===== config.mk =====
export PLATFORM = sky130hd
export DESIGN_NAME = ps2_key_event_rx
export DESIGN_NICKNAME = d
export VERILOG_FILES = /design/src/rtl/ps2_key_event_rx.sv
export SDC_FILE = /design/constraint.sdc
export NUM_CORES = 1
export LEC_CHECK = 0
export CAP_MARGIN = 20
export CORE_ASPECT_RATIO = 2
export CORE_MARGIN = 2
export CORE_UTILIZATION = 46
export DETAILED_ROUTE_END_ITERATION = 12
export PLACE_DENSITY = 0.59
export SYNTH_ARGS = -nofsm -noshare
export SYNTH_HDL_FRONTEND = slang
export SYNTH_SLANG_ARGS = --single-unit
export TNS_END_PERCENT = 50

===== constraint.sdc =====
create_clock -name clk -period 3.16 [get_ports clk]
set_clock_uncertainty 0.1 [all_clocks]
set_input_delay 0.632 -clock clk [delete_from_list [all_inputs] [get_ports clk]]
set_output_delay 0.632 -clock clk [all_outputs]
set_load 0.01 [all_outputs]

===== src/rtl/ps2_key_event_rx.sv =====
// PS/2 keyboard receiver: oversampled and filtered line capture, 11-bit frame
// validation, E0/F0 prefix folding into key events, and a first-word-fall-through
// event FIFO with a digit decode of the head entry.
module ps2_key_event_rx #(
  parameter int CLK_DIV       = 4,
  parameter int FILTER_LEN    = 8,
  parameter int FIFO_DEPTH    = 8,
  parameter int TIMEOUT_TICKS = 50000
) (
  input  logic                          clk,
  input  logic                          rst,
  input  logic                          ps2_clk,
  input  logic                          ps2_data,
  input  logic                          rd_en,
  output logic                          key_valid,
  output logic [7:0]                    key_code,
  output logic                          key_ext,
  output logic                          key_break,
  output logic [3:0]                    key_digit,
  output logic [$clog2(FIFO_DEPTH):0]   fifo_count,
  output logic                          overflow,
  output logic                          frame_err
);

  localparam int DIV_W = (CLK_DIV > 1) ? $clog2(CLK_DIV) : 1;
  localparam int TO_W  = $clog2(TIMEOUT_TICKS + 1);
  localparam int AW    = $clog2(FIFO_DEPTH);
  localparam int CW    = AW + 1;

  typedef enum logic [1:0] {S_IDLE, S_DATA, S_PARITY, S_STOP} state_t;

  // Scan code to digit/key value; non-digit keys map to 4'hF.
  function automatic logic [3:0] digit_decode(input logic [7:0] code);
    case (code)
      8'h45:   digit_decode = 4'h0;
      8'h16:   digit_decode = 4'h1;
      8'h1E:   digit_decode = 4'h2;
      8'h26:   digit_decode = 4'h3;
      8'h25:   digit_decode = 4'h4;
      8'h2E:   digit_decode = 4'h5;
      8'h36:   digit_decode = 4'h6;
      8'h3D:   digit_decode = 4'h7;
      8'h3E:   digit_decode = 4'h8;
      8'h46:   digit_decode = 4'h9;
      8'h5A:   digit_decode = 4'hB;
      8'h0D:   digit_decode = 4'hC;
      default: digit_decode = 4'hF;
    endcase
  endfunction

  logic [DIV_W-1:0]      div_cnt;
  logic                  tick;
  logic                  clk_p0, clk_p1, dat_p0, dat_p1;
  logic [FILTER_LEN-1:0] clk_hist, dat_hist;
  logic                  clk_filt, dat_filt, clk_filt_d;
  logic                  fall;

  state_t                state, state_nxt;
  logic                  start_en, shift_en, par_en, stop_en;
  logic [2:0]            bit_idx;
  logic [7:0]            shift_p0;
  logic                  par_p0;
  logic [TO_W-1:0]       to_cnt;
  logic                  timeout_hit;
  logic                  frame_good, frame_bad;
  logic                  ext_flag, brk_flag;

  logic                  vld_p0;
  logic [9:0]            evt_p0;

  logic [9:0]            mem [FIFO_DEPTH];
  logic [AW-1:0]         wr_ptr, rd_ptr;
  logic [CW-1:0]         count;
  logic                  full, empty, do_pop, do_push;
  logic [9:0]            head;

  assign tick = (div_cnt == DIV_W'(CLK_DIV - 1));

  // Sample-tick divider.
  always_ff @(posedge clk) begin
    if (rst) div_cnt <= '0;
    else     div_cnt <= tick ? '0 : div_cnt + 1'b1;
  end

  // Two-flop synchronisers; idle level of both lines is 1.
  always_ff @(posedge clk) begin
    if (rst) begin
      clk_p0 <= 1'b1;
      clk_p1 <= 1'b1;
      dat_p0 <= 1'b1;
      dat_p1 <= 1'b1;
    end else begin
      clk_p0 <= ps2_clk;
      clk_p1 <= clk_p0;
      dat_p0 <= ps2_data;
      dat_p1 <= dat_p0;
    end
  end

  // Tick-sampled histories; a filtered level moves only on a unanimous history.
  always_ff @(posedge clk) begin
    if (rst) begin
      clk_hist   <= '1;
      dat_hist   <= '1;
      clk_filt   <= 1'b1;
      dat_filt   <= 1'b1;
      clk_filt_d <= 1'b1;
    end else begin
      clk_filt_d <= clk_filt;
      if (tick) begin
        clk_hist <= {clk_hist[FILTER_LEN-2:0], clk_p1};
        dat_hist <= {dat_hist[FILTER_LEN-2:0], dat_p1};
      end
      if (&clk_hist)       clk_filt <= 1'b1;
      else if (~|clk_hist) clk_filt <= 1'b0;
      if (&dat_hist)       dat_filt <= 1'b1;
      else if (~|dat_hist) dat_filt <= 1'b0;
    end
  end

  assign fall        = clk_filt_d & ~clk_filt;
  assign timeout_hit = (state != S_IDLE) && tick && !fall &&
                       (to_cnt == TO_W'(TIMEOUT_TICKS - 1));

  // Frame state register.
  always_ff @(posedge clk) begin
    if (rst) state <= S_IDLE;
    else     state <= state_nxt;
  end

  // Frame next-state and per-bit strobes, advancing on each filtered clock fall.
  always_comb begin
    state_nxt = state;
    start_en  = 1'b0;
    shift_en  = 1'b0;
    par_en    = 1'b0;
    stop_en   = 1'b0;
    if (timeout_hit) begin
      state_nxt = S_IDLE;
    end else if (fall) begin
      case (state)
        S_IDLE: begin
          if (!dat_filt) begin
            start_en  = 1'b1;
            state_nxt = S_DATA;
          end
        end
        S_DATA: begin
          shift_en = 1'b1;
          if (bit_idx == 3'd7) state_nxt = S_PARITY;
        end
        S_PARITY: begin
          par_en    = 1'b1;
          state_nxt = S_STOP;
        end
        S_STOP: begin
          stop_en   = 1'b1;
          state_nxt = S_IDLE;
        end
        default: state_nxt = S_IDLE;
      endcase
    end
  end

  assign frame_good = stop_en & dat_filt & (^shift_p0 ^ par_p0);
  assign frame_bad  = stop_en & ~frame_good;

  // Bit index and inactivity counter for the frame in progress.
  always_ff @(posedge clk) begin
    if (rst) begin
      bit_idx <= '0;
      to_cnt  <= '0;
    end else begin
      if (start_en)      bit_idx <= '0;
      else if (shift_en) bit_idx <= bit_idx + 1'b1;
      if (state == S_IDLE || fall || timeout_hit) to_cnt <= '0;
      else if (tick)                              to_cnt <= to_cnt + 1'b1;
    end
  end

  // LSB-first data shift and parity capture.
  always_ff @(posedge clk) begin
    if (shift_en) shift_p0 <= {dat_filt, shift_p0[7:1]};
    if (par_en)   par_p0   <= dat_filt;
  end

  // Prefix folding, event strobe and error pulse.
  always_ff @(posedge clk) begin
    if (rst) begin
      ext_flag  <= 1'b0;
      brk_flag  <= 1'b0;
      vld_p0    <= 1'b0;
      frame_err <= 1'b0;
    end else begin
      vld_p0    <= 1'b0;
      frame_err <= 1'b0;
      if (timeout_hit || frame_bad) begin
        ext_flag  <= 1'b0;
        brk_flag  <= 1'b0;
        frame_err <= 1'b1;
      end else if (frame_good) begin
        if (shift_p0 == 8'hE0) begin
          ext_flag <= 1'b1;
        end else if (shift_p0 == 8'hF0) begin
          brk_flag <= 1'b1;
        end else begin
          vld_p0   <= 1'b1;
          ext_flag <= 1'b0;
          brk_flag <= 1'b0;
        end
      end
    end
  end

  // Event payload captured alongside its strobe.
  always_ff @(posedge clk) begin
    if (frame_good) evt_p0 <= {ext_flag, brk_flag, shift_p0};
  end

  assign full    = (count == CW'(FIFO_DEPTH));
  assign empty   = (count == '0);
  assign do_pop  = rd_en & ~empty;
  assign do_push = vld_p0 & (~full | do_pop);

  // Event storage.
  always_ff @(posedge clk) begin
    if (do_push) mem[wr_ptr] <= evt_p0;
  end

  // FIFO pointers, occupancy and sticky overflow.
  always_ff @(posedge clk) begin
    if (rst) begin
      wr_ptr   <= '0;
      rd_ptr   <= '0;
      count    <= '0;
      overflow <= 1'b0;
    end else begin
      if (do_push) wr_ptr <= wr_ptr + 1'b1;
      if (do_pop)  rd_ptr <= rd_ptr + 1'b1;
      case ({do_push, do_pop})
        2'b10:   count <= count + 1'b1;
        2'b01:   count <= count - 1'b1;
        default: count <= count;
      endcase
      if (vld_p0 & full & ~do_pop) overflow <= 1'b1;
    end
  end

  assign head       = mem[rd_ptr];
  assign key_valid  = ~empty;
  assign key_code   = empty ? 8'h00 : head[7:0];
  assign key_break  = ~empty & head[8];
  assign key_ext    = ~empty & head[9];
  assign key_digit  = (empty | head[9] | head[8]) ? 4'hF : digit_decode(head[7:0]);
  assign fifo_count = count;

endmodule


==> metrics.md <==
| Metric | Value |
|---|---|
| Ys flop type | `edfxtp_1` |
| YS warnings | `0` |
| Worst slew pin tran | `540 ps` |
| Final Net Count | `around 630` |
| TritonCTS Buffers | `17` |
| Final setup violation count | `5` |
| Type of the tightest min-delay check | `flip-flop to flip-flop` |
| Gate Count Post-Synth | `between 500 and 600` |
| Pwr dens | `533 nW/um^2` |
| DR WL/cell | `between 15 and 20 um` |
| Core area | `14800 sq um` |
| Met2 Usage GRT | `0.376` |
| Syn Area/Cell | `12.9 sq um` |
| Die width | `90.9 um` |
| Cell row count | `63` |
| Worst-case clock buffer depth | `2` |
| GRT met1 Usage | `0.170` |
| Layout Cells excl Fill | `817` |
| M3 GR Usage | `0.0357` |
| Crit path max fanout | `6` |
| IO Port Bufs | `25` |
| EDFF count, synth | `99` |
| Syn_nets | `563` |
| Detailed Place HPWL | `about 10000 um` |
| Hold Path Depth | `1` |
| Final wirelength | `13800 um` |
| Synth Register Bits | `163` |
| Slew margin rel. | `0.640` |
| Leakage power | `0.00298 uW` |
| Setup slack, reg-to-reg | `390 ps` |
| GR peak layer | `met2` |
| Failing checks | `negative setup slack` |
| Fmax | `283 MHz` |
| Post-route ant nets | `0` |
| Reg2reg start | `fifo_count[0]` |
| Congestion Overflow GR | `0` |
| P_sw | `916 uW` |
| Placer Congestion | `0.855` |
| Ports | `26` |
| Mapped cell area | `between 6000 and 7000 sq um` |
| CP Capture Type | `output pin` |
| Max-slew violations | `0` |
| Via count | `4318` |
| Starting DRC count in detailed routing | `195` |
| Critical setup path kind | `flip-flop to output pin` |
| Combinational fraction of design power | `0.016` |
| Overall Power | `~4500 uW` |
| Layout Utilization | `0.568` |
| Synth cell types | `55` |
| Post-synth ARST share | `0` |
| Sequential power share | `0.504` |
| Min cycle time layout | `3530 ps` |
| Setup_tns | `-1320 ps` |
| Data required, critical path | `around 2400 ps` |
| Initial antenna violation count | `0` |
| Largest net degree at the start of global routing | `40` |
| Worst VDD drop | `0.000433 V` |
| Placed insts | `783` |
| Hold_ws | `312 ps` |
| Final period util | `1.12` |
| CP arrival | `about 2800 ps` |
| Depth of the CTS H-tree | `4` |
| Die Ht | `~180 um` |
| Switching Fraction | `0.204` |
| Maxcap violations | `0` |
| Register area share after synthesis | `0.612` |
| Share of post-route cells with drive strength above 1 | `0.206` |
| Unrepaired setup endpoints after global routing | `true` |
| # DRC | `0` |
| Via density | `about 5.3` |
| CTS tree | `done` |
| Initial Util | `0.469` |
| Clock power share | `0.480` |
| Vias in the first global route | `4516` |
| Critical Path Start Type | `flip-flop` |
| Status | `finished with violations` |
| R2R cell count | `11` |
| First-pass GRT wire length | `about 23000 um` |
| Hold Path Origin | `dat_p0` |
| Die area | `16200 sq um` |
| Clock Tree Root | `clkbuf_16` |
| Clock sinks | `approximately 160` |
| RR Endpoint | `fifo_count[3]` |
| Clock Latency Late Sink | `420 ps` |
| Int Pwr | `3570 uW` |
| CTS clock-pin slew for the worst setup and hold paths | `roughly 60 ps` |
| Final WS setup | `-374 ps` |
| First-pass iteration count of the detailed router | `6` |
| Antenna fix cells | `0` |
| WHS Endpoint | `dat_p1` |
| Syn-to-layout area delta | `21.1%` |
| Total Routing Usage GR | `0.184` |
| Fin. Hold Viols | `0` |
## logic make-up (layout without fill, tap and decap cells)
kind of cell    count (synthesis)  count (layout)  share of synthesized area
compound gates                 56              56                     0.0588
xor+xnor                       27              27                     0.0340
fa+ha+maj                      19              19                     0.0353
buf+inv                        38             121                     0.0239
flops                         163             163                      0.612
mux                            43              43                     0.0990
simple gates                  193             193                      0.137
## layout by cell type (no fill, tap or decap), types with 3 or more instances in the layout
cell type,n
edfxtp_1,99
dfxtp_1,62
nor2_1,60
buf_4,39
nand2_1,38
nand3_1,20
nor2b_1,19
inv_1,19
clkdlybuf4s50_1,19
ha_1,18
clkbuf_16,17
mux2i_1,16
xor2_1,16
a211o_1,16
mux4_2,15
a21oi_1,13
xnor2_1,10
nand2b_1,9
nand4_1,8
nor3_1,7
mux2i_2,6
o21ai_0,6
inv_6,6
and2_1,5
or2_2,5
mux2i_4,4
nand3b_1,4
and3_1,4
nor4_1,4
buf_2,4
bufinv_16,3
buf_6,3
## final cells by class
cell class	instances	area, sq um
fill	1290	6400
sequential	163	4260
multi-input combinational	338	2610
timing repair buffer	70	613
clock buffer	18	439
tap	195	244
clock inverter	14	186
inverter	19	71.3
## power groups by stage
stage                     Sequential, uW  Clock, uW  Combinational [uW]
after CTS                           2260       2200                73.0
after detailed placement            2310          0                72.8
after global routing                2260       2300                81.1
after floorplan                     2310          0                55.7
after global placement              2310          0                69.3
final                               2260       2160                71.2
## worst max-delay path, cell delays in order, from the launching register on
cell,delay [ps]
dfxtp_2,360
buf_12,130
mux4_2,530
mux2i_4,210
xnor2_2,150
mux2i_2,280
a32oi_2,110
buf_4,160
o211ai_1,200
nand3_1,120
buf_2,150
## registers in the layout, summed over array words and instances (netlist names), 2 cells and up, named ones only
register and flops:
evt_p0 10, dat_hist 8, mem 80, shift_p0 8
div_cnt 2, rd_ptr 3, fifo_count 4, bit_idx 3
to_cnt 16, state 2, clk_hist 8, wr_ptr 3
## synth_stat cells (2+ instances only)
master	count	area, sq um
a21o_1	2	15.0
nand2_1	38	143
nand3b_1	4	30.0
or2_2	5	31.3
nand4_1	8	50.1
ha_1	18	225
xnor2_1	11	96.3
inv_1	19	71.3
nor2b_1	19	119
a21oi_1	13	65.1
a211o_1	16	140
nand2b_1	9	56.3
mux4_2	12	270
mux4_1	4	105
nor2_1	60	225
mux2i_4	3	67.6
edfxtp_1	99	2970
a21bo_2	2	20.0
nor4_1	5	31.3
buf_6	2	22.5
and2_1	5	31.3
mux2i_1	22	220
buf_1	2	7.51
a32oi_1	3	26.3
or3_1	2	12.5
clkbuf_1	10	37.5
nand2b_2	2	17.5
nand3_1	20	100
and3_1	4	25.0
dfxtp_1	64	1280
buf_2	4	20.0
o21ai_0	6	30.0
nor3_1	7	35.0
xor2_1	16	140
a22oi_1	3	22.5
## worst max path at each step
stage | to | slack [ps] | start
2_1_floorplan | key_digit[0] | 330 | flip-flop
3_3_place_gp | key_digit[0] | -270 | flip-flop
3_5_place_dp | key_digit[0] | -330 | flip-flop
4_1_cts | key_digit[1] | -370 | flip-flop
5_1_grt | key_digit[1] | -490 | flip-flop
6_report | key_digit[1] | -370 | flip-flop
## through the flow
| stage | setup slack, ps | area [sq um] |
|---|---|---|
| floorplan | 327 | 6950 |
| finish | -374 | 8420 |
| CTS | -371 | 8400 |
| global placement | -269 | 7710 |
| detailed placement | -333 | 7710 |
| global route | -492 | 8420 |
## metal layers
layer  vias up  share of wire
met5         -              0
met1      2115           0.35
met4         0          0.027
met2        72           0.60
met3        29          0.022
li1       2102              -
## repair_timing
item                                    CTS  global route
gates resized for setup                  38             6
endpoints found under the hold margin     0             0
buffers inserted                          3             0
hold buffers                              0             0
pin swaps                                 6             5
endpoints found under the setup margin   11            10
No activity file was read; power rests on OpenSTA's default activity.
